$ cat src/rtl/mram_pkg.sv
// mram_pkg: constants, FSM state encoding and request struct shared by the
// MRAM access arbiter and its round-robin grant sub-module.
package mram_pkg;

  localparam int ADDR_W      = 20;
  localparam int DATA_W      = 16;
  localparam int CNT_W       = 4;   // wait counter width, covers 1..15 cycles
  localparam int RD_WAIT_DEF = 4;
  localparam int WR_WAIT_DEF = 4;
  localparam int TURN_DEF    = 1;

  typedef enum logic [1:0] {
    IDLE       = 2'd0,
    SETUP      = 2'd1,
    STROBE     = 2'd2,
    TURNAROUND = 2'd3
  } state_t;

  typedef struct packed {
    logic              we;
    logic [ADDR_W-1:0] addr;
    logic [DATA_W-1:0] wdata;
    logic [1:0]        be;     // {ub, lb}
  } mem_req_t;

  // Counter load value for a phase of w cycles (counts w-1 down to 0).
  function automatic logic [CNT_W-1:0] wait_ld(input int w);
    return (w <= 0) ? '0 : CNT_W'(w - 1);
  endfunction

endpackage

$ cat src/rtl/rr_arbiter2.sv
// rr_arbiter2: two-way round-robin grant.
//   valid[1:0]  - requesting ports
//   last_grant  - index of the port granted most recently
//   grant[1:0]  - one-hot grant, zero when nobody requests
module rr_arbiter2 (
  input  logic [1:0] valid,
  input  logic       last_grant,
  output logic [1:0] grant
);

  always_comb begin
    grant = 2'b00;
    case (valid)
      2'b01:   grant = 2'b01;
      2'b10:   grant = 2'b10;
      // contention: favour the port that did not win last time
      2'b11:   grant = last_grant ? 2'b01 : 2'b10;
      default: grant = 2'b00;
    endcase
  end

endmodule

$ cat src/rtl/mram_access_arbiter.sv
// mram_access_arbiter: serialises two requesters (port 0 = I2C bridge,
// port 1 = auxiliary) onto one asynchronous MRAM.
//   FPGA_clk / FPGA_rst        - clock, synchronous active-high reset
//   reqN_valid/ready/we/addr/wdata/be - request handshake and fields
//   rsp_valid/rsp_id/rsp_rdata - one-cycle read response pulse
//   mem_addr/mem_wdata/mem_oe/mem_rdata - MRAM address, data, bus drive
//   chip_en/read_en/write_en/lb_en/ub_en - active-low MRAM strobes
// Each access runs SETUP (1 cycle) -> STROBE (RD_WAIT/WR_WAIT cycles) ->
// TURNAROUND (TURN cycles, skipped when 0) -> IDLE.
module mram_access_arbiter
  import mram_pkg::*;
#(
  parameter int RD_WAIT = RD_WAIT_DEF,
  parameter int WR_WAIT = WR_WAIT_DEF,
  parameter int TURN    = TURN_DEF
) (
  input  logic              FPGA_clk,
  input  logic              FPGA_rst,
  input  logic              req0_valid,
  output logic              req0_ready,
  input  logic              req0_we,
  input  logic [ADDR_W-1:0] req0_addr,
  input  logic [DATA_W-1:0] req0_wdata,
  input  logic [1:0]        req0_be,
  input  logic              req1_valid,
  output logic              req1_ready,
  input  logic              req1_we,
  input  logic [ADDR_W-1:0] req1_addr,
  input  logic [DATA_W-1:0] req1_wdata,
  input  logic [1:0]        req1_be,
  output logic              rsp_valid,
  output logic              rsp_id,
  output logic [DATA_W-1:0] rsp_rdata,
  output logic [ADDR_W-1:0] mem_addr,
  output logic [DATA_W-1:0] mem_wdata,
  output logic              mem_oe,
  input  logic [DATA_W-1:0] mem_rdata,
  output logic              chip_en,
  output logic              read_en,
  output logic              write_en,
  output logic              lb_en,
  output logic              ub_en
);

  localparam logic [CNT_W-1:0] RD_LD   = wait_ld(RD_WAIT);
  localparam logic [CNT_W-1:0] WR_LD   = wait_ld(WR_WAIT);
  localparam logic [CNT_W-1:0] TURN_LD = wait_ld(TURN);

  state_t           state, state_nxt;
  logic [CNT_W-1:0] cnt, cnt_nxt;
  logic             last_grant;
  logic             r_we, r_id;
  logic [1:0]       r_be;
  logic [1:0]       vld, gnt, rdy;
  logic             accept, sel_id, rsp_now, strb, mem_oe_nxt;
  mem_req_t         req [2];
  mem_req_t         sel;

  assign req[0] = {req0_we, req0_addr, req0_wdata, req0_be};
  assign req[1] = {req1_we, req1_addr, req1_wdata, req1_be};
  assign vld    = {req1_valid, req0_valid};

  rr_arbiter2 u_rr (
    .valid      (vld),
    .last_grant (last_grant),
    .grant      (gnt)
  );

  // Grant already implies valid, so ready is only raised for a live request.
  assign rdy        = (state == IDLE && !FPGA_rst) ? gnt : 2'b00;
  assign req0_ready = rdy[0];
  assign req1_ready = rdy[1];
  assign accept     = |rdy;
  assign sel_id     = gnt[1];
  assign sel        = gnt[1] ? req[1] : req[0];

  always_ff @(posedge FPGA_clk) begin
    if (FPGA_rst) state <= IDLE;
    else          state <= state_nxt;
  end

  always_comb begin
    state_nxt = state;
    cnt_nxt   = cnt;
    rsp_now   = 1'b0;
    case (state)
      IDLE: if (accept) state_nxt = SETUP;
      SETUP: begin
        // a write with no byte lanes enabled touches nothing
        if (r_we && r_be == 2'b00) begin
          state_nxt = (TURN == 0) ? IDLE : TURNAROUND;
          cnt_nxt   = TURN_LD;
        end else begin
          state_nxt = STROBE;
          cnt_nxt   = r_we ? WR_LD : RD_LD;
        end
      end
      STROBE: begin
        if (cnt == '0) begin
          rsp_now   = !r_we;
          state_nxt = (TURN == 0) ? IDLE : TURNAROUND;
          cnt_nxt   = TURN_LD;
        end else begin
          cnt_nxt = cnt - 1'b1;
        end
      end
      TURNAROUND: begin
        if (cnt == '0) state_nxt = IDLE;
        else           cnt_nxt   = cnt - 1'b1;
      end
      default: state_nxt = IDLE;
    endcase

    // Bus drive is released one cycle after the write strobe rises: it is
    // held through the final TURNAROUND cycle (or the first IDLE cycle when
    // TURN=0) and cleared from there unless a new access is accepted.
    mem_oe_nxt = mem_oe;
    if (accept)
      mem_oe_nxt = sel.we;
    else if (state == IDLE || (state == TURNAROUND && state_nxt == IDLE))
      mem_oe_nxt = 1'b0;

    strb = (state_nxt == STROBE);
  end

  // Strobes are registered from the next state so the MRAM pins never glitch.
  always_ff @(posedge FPGA_clk) begin
    if (FPGA_rst) begin
      cnt        <= '0;
      last_grant <= 1'b1;
      r_we       <= 1'b0;
      r_be       <= 2'b00;
      r_id       <= 1'b0;
      mem_addr   <= '0;
      mem_wdata  <= '0;
      mem_oe     <= 1'b0;
      chip_en    <= 1'b1;
      read_en    <= 1'b1;
      write_en   <= 1'b1;
      lb_en      <= 1'b1;
      ub_en      <= 1'b1;
      rsp_valid  <= 1'b0;
      rsp_id     <= 1'b0;
      rsp_rdata  <= '0;
    end else begin
      cnt       <= cnt_nxt;
      mem_oe    <= mem_oe_nxt;
      chip_en   <= !strb;
      read_en   <= !(strb && !r_we);
      write_en  <= !(strb && r_we);
      lb_en     <= !(strb && (!r_we || r_be[0]));
      ub_en     <= !(strb && (!r_we || r_be[1]));
      rsp_valid <= rsp_now;
      if (rsp_now) begin
        rsp_id    <= r_id;
        rsp_rdata <= mem_rdata;
      end
      if (accept) begin
        last_grant <= sel_id;
        r_id       <= sel_id;
        r_we       <= sel.we;
        r_be       <= sel.be;
        mem_addr   <= sel.addr;
        mem_wdata  <= sel.wdata;
      end
    end
  end

endmodule

$ cat config.mk
export PLATFORM = sky130hd
export DESIGN_NAME = mram_access_arbiter
export DESIGN_NICKNAME = d
export VERILOG_FILES = /design/src/rtl/mram_pkg.sv /design/src/rtl/rr_arbiter2.sv /design/src/rtl/mram_access_arbiter.sv
export SDC_FILE = /design/constraint.sdc
export NUM_CORES = 1
export LEC_CHECK = 0
export BUFFER_PORTS_ARGS = -buffer_cell sky130_fd_sc_hd__buf_2
export CORE_UTILIZATION = 38
export DETAILED_ROUTE_END_ITERATION = 8
export PLACE_DENSITY = 0.79
export SYNTH_ARGS = -nofsm -noshare
export SYNTH_HDL_FRONTEND = slang
export SYNTH_SLANG_ARGS = --single-unit
$ cat constraint.sdc
create_clock -name FPGA_clk -period 1.5 [get_ports FPGA_clk]
set_input_delay 0.375 -clock FPGA_clk [delete_from_list [all_inputs] [get_ports FPGA_clk]]
set_output_delay 0.375 -clock FPGA_clk [all_outputs]
set_load 0.05 [all_outputs]
==> metrics.txt <==
# TYPE chip_impl_metric gauge
chip_impl_metric{name="synth-warning-count",unit=""} 0
chip_impl_metric{name="total_grt_overflow",unit=""} 0
chip_impl_metric{name="slew_hr",unit=""} 0.701
chip_impl_metric{name="syn_nets",unit=""} 480
chip_impl_metric{name="grt_pass1_vias",unit=""} 3420
chip_impl_metric{name="synthDominantCellAreaShare",unit=""} 0.449
chip_impl_info{name="synth_area_leaders",value="sky130_fd_sc_hd__dfxtp_1 (45%), sky130_fd_sc_hd__a311oi_1 (11%), sky130_fd_sc_hd__nand2_1 (9.4%)"} 1
chip_impl_metric{name="ant_nets",unit=""} 0
chip_impl_metric{name="htree_num_levels",unit=""} 3
chip_impl_metric{name="post-route-drc-count",unit=""} 0
chip_impl_metric{name="clk_pin_slew_worst_paths",unit="ps"} 90
chip_impl_metric{name="total_power",unit="W"} 0.00651
chip_impl_metric{name="gp_congestion",unit=""} 0.886
chip_impl_metric{name="worst_ep_required_time",unit="ps"} 1120
chip_impl_metric{name="max_clk_rate",unit="GHz"} 0.614
chip_impl_metric{name="global_route.usage.met1",unit=""} 0.263
chip_impl_metric{name="start_util",unit=""} 0.401
chip_impl_metric{name="met3_resource_use_gr",unit=""} 0.0447
chip_impl_metric{name="finalCriticalPeriod",unit="ps"} 1630
chip_impl_metric{name="placeableCoreArea",unit="µm²"} 7890
chip_impl_metric{name="grt_pass1_wl",unit="µm"} 15600
chip_impl_info{name="synth_top_flop_cell",value="sky130_fd_sc_hd__dfxtp_1"} 1
chip_impl_info{name="kind_of_end_point_of_the_critical_path",value="primary output"} 1
chip_impl_metric{name="tritoncts_num_sinks",unit=""} 71
chip_impl_metric{name="gr-usage-met2",unit=""} 0.400
chip_impl_info{name="outcome",value="complete, but fails checks"} 1
chip_impl_metric{name="drt_pass1_iterations",unit=""} 4
chip_impl_metric{name="drt-wirelength-per-cell",unit="µm"} 15.9
chip_impl_metric{name="layout-drive-gt1-share",unit=""} 0.488
chip_impl_metric{name="number_of_flops_mapped_to_enable_cells_by_yosys",unit=""} 0
chip_impl_metric{name="cellLeakagePower",unit="nW"} 2.13
chip_impl_metric{name="detailedPlacementHpwl",unit="µm"} 6820
chip_impl_metric{name="drt_first_iter_violations",unit=""} 195
chip_impl_metric{name="routed_wirelength",unit="µm"} 10600
chip_impl_metric{name="worst_hold_margin",unit="ps"} 273
chip_impl_info{name="cts-root-buf",value="sky130_fd_sc_hd__clkbuf_8"} 1
chip_impl_metric{name="synth-seq-area-share",unit=""} 0.449
chip_impl_metric{name="reg2reg_slack",unit="ps"} -110
chip_impl_metric{name="cts_max_path_buffers",unit=""} 2
chip_impl_metric{name="grtUsageTotal",unit=""} 0.227
chip_impl_metric{name="postSynth.asyncResetShare",unit=""} 0
chip_impl_metric{name="fin_skew",unit="ps"} 11.6
chip_impl_info{name="holdCritPathClass",value="in2reg"} 1
chip_impl_metric{name="io_pins",unit=""} 160
chip_impl_metric{name="worst_slack",unit="ps"} -128
chip_impl_metric{name="synth.cell_area",unit="µm²"} 3160
chip_impl_metric{name="actual_transition_at_the_worst_max_transition_pin",unit="ps"} 447
chip_impl_metric{name="die_footprint",unit="µm²"} 8690
chip_impl_metric{name="finalMaxSlewViolations",unit=""} 0
chip_impl_metric{name="vdd.ir_drop.worst",unit="mV"} 0.585
chip_impl_metric{name="floorplan.rows",unit=""} 32
chip_impl_metric{name="final_layout_net_count",unit=""} 658
chip_impl_metric{name="syn-mean-instance-area",unit="µm²"} 8.32
chip_impl_info{name="failed_checks",value="setup timing"} 1
chip_impl_metric{name="timing.final.setup_violations",unit=""} 18
chip_impl_metric{name="die_w",unit="µm"} 93.2
chip_impl_metric{name="crit_path_max_fanout",unit=""} 3
chip_impl_metric{name="grt_antenna_before_repair",unit=""} 1
chip_impl_info{name="post-synth-top-area-cell",value="sky130_fd_sc_hd__dfxtp_1"} 1
chip_impl_metric{name="flow.area_growth_from_synthesis",unit="%"} 52.0
chip_impl_metric{name="cp_data_arrival_time",unit="ps"} 1250
chip_impl_info{name="criticalPathCategory",value="reg2out"} 1
chip_impl_metric{name="cts_inserted_buffers",unit=""} 9
chip_impl_metric{name="synth-seq-cells",unit=""} 71
chip_impl_metric{name="yosys.cell_types.count",unit=""} 45
chip_impl_metric{name="synth_cells",unit=""} 380
chip_impl_metric{name="timing.final.hold_violations",unit=""} 0
chip_impl_metric{name="via_per_inst",unit=""} 5.52
chip_impl_metric{name="final_util",unit=""} 0.610
chip_impl_info{name="critPathLaunchType",value="flop"} 1
chip_impl_info{name="grt-busiest-layer",value="met2"} 1
chip_impl_metric{name="fin_crit_sh",unit=""} 1.09
chip_impl_metric{name="grt_start_max_net_pins",unit=""} 40
chip_impl_metric{name="worst_skew_pair.late_latency",unit="ps"} 350
chip_impl_metric{name="drv.max_cap_violation_count",unit=""} 0
chip_impl_info{name="rsz0062_at_grt",value="true"} 1
chip_impl_metric{name="fillCellCount",unit=""} 654
chip_impl_info{name="clock_tree_from_tritoncts",value="done"} 1
chip_impl_metric{name="power.density",unit="nW/µm²"} 1350
chip_impl_metric{name="die_span_y",unit="µm"} 93.2
chip_impl_metric{name="vias",unit=""} 3676
chip_impl_metric{name="io_buffer_count",unit=""} 159
flip-flops by register name, indices dropped and copies added, names as in the netlist:
signal	flops
r_we	1
rsp_valid	1
chip_en	1
read_en	1
rsp_rdata	16
cnt	4
r_be	2
mem_oe	1
state	2
ub_en	1
lb_en	1
mem_wdata	16
write_en	1
r_id	1
rsp_id	1
mem_addr	20
last_grant	1
placed cells by master (no fill, tap or decap), drive strengths merged, types with 2 or more instances in the layout:
master and count:
clkinvlp 2, or3b 2, ha 2, clkbuf 11, o221ai 2, nand3 18
buf 200, nor3 5, mux2i 2, a21oi 58, and3 2, nor2 4
o211ai 2, inv 10, o31a 3, o21ai 20, nand2b 2, nand2 79
or4b 4, dfxtp 71, nor2b 6, and2 3, a311oi 39, nor3b 2
final timing paths:
| check | endpoint | cells past startpoint | start |
|---|---|---|---|
| worst max register to register | cnt[1] | 6 | state[0] |
| worst max-delay path | req0_ready | 3 | state[1] |
| worst min register to register | rsp_rdata[7] | 2 | rsp_rdata[7] |
| worst min-delay path | rsp_rdata[7] | 3 | mem_rdata[7] |
Yosys cell counts (3+ instances only):
library cell                n
sky130_fd_sc_hd__dfxtp_1   71
sky130_fd_sc_hd__buf_2     15
sky130_fd_sc_hd__buf_6      3
sky130_fd_sc_hd__o21ai_0   11
sky130_fd_sc_hd__o21ai_1    9
sky130_fd_sc_hd__and2_1     3
sky130_fd_sc_hd__clkbuf_1  15
sky130_fd_sc_hd__nand2_1   79
sky130_fd_sc_hd__inv_1      6
sky130_fd_sc_hd__nand3_1   18
sky130_fd_sc_hd__nor3_1     3
sky130_fd_sc_hd__nor2_1     4
sky130_fd_sc_hd__a21oi_1   58
sky130_fd_sc_hd__nor2b_1    6
sky130_fd_sc_hd__a311oi_1  39
worst max-delay path, stage by stage, from the launching register on:
cell and delay, ps:
sky130_fd_sc_hd__dfxtp_2 340, sky130_fd_sc_hd__nor3_4 220, sky130_fd_sc_hd__and3_4 220, sky130_fd_sc_hd__buf_8 140
final cells by class:
class | instances | area, µm² | share of cell area
Timing Repair Buffer | 202 | 1250 | 0.260
Multi-Input combinational cell | 268 | 1760 | 0.367
Antenna cell | 1 | 2.50 | 0.000520
Clock buffer | 9 | 124 | 0.0258
Inverter | 6 | 22.5 | 0.00468
Tap cell | 102 | 128 | 0.0265
Clock inverter | 7 | 87.6 | 0.0182
Sequential cell | 71 | 1430 | 0.298
power by group:
| part | leakage (nW) | internal [W] | switching (W) |
|---|---|---|---|
| Combinational | 1.45 | 0.000992 | 0.00165 |
| Clock | 0.102 | 0.000808 | 0.000834 |
| Sequential | 0.585 | 0.00210 | 0.000131 |
repair_timing:
action                     in CTS  in global routing
gates resized for setup        14                 56
hold buffers                    0                  0
cloned                          1                  6
setup endpoints to repair      20                 59
setup buffers                   2                  7
pin swaps                       2                 38
stage by stage:
step	instances	TNS, ps	worst slack (ps)	area, µm²
3_5_place_dp	633	-913	-112	4190
3_3_place_gp	633	-23.1	-23.1	4190
5_1_grt	666	-1660	-182	4810
2_1_floorplan	380	-346	-35.3	3200
4_1_cts	652	-256	-148	4460
6_report	666	-554	-128	4810
metal layers:
layer | vias to the layer above | routed length [µm] | share of wire
met3 | 30 | 676 | 0.064
met2 | 169 | 5550 | 0.52
met1 | 1728 | 4090 | 0.39
li1 | 1749 | - | -
met4 | 0 | 282 | 0.027
met5 | - | 0 | 0
logic make-up (layout without fill, tap and decap cells):
kind of cell	count (synthesis)	after routing	synth area share
buffers and inverters	44	224	0.0704
multiplexers	2	2	0.00633
AO/OA/AOI/OAI	133	133	0.273
adder cells (fa/ha/maj)	2	2	0.00791
flip-flops	71	71	0.449
AND/OR/NAND/NOR	128	131	0.193
other	0	1	0
No activity file was read; power rests on OpenSTA's default activity.
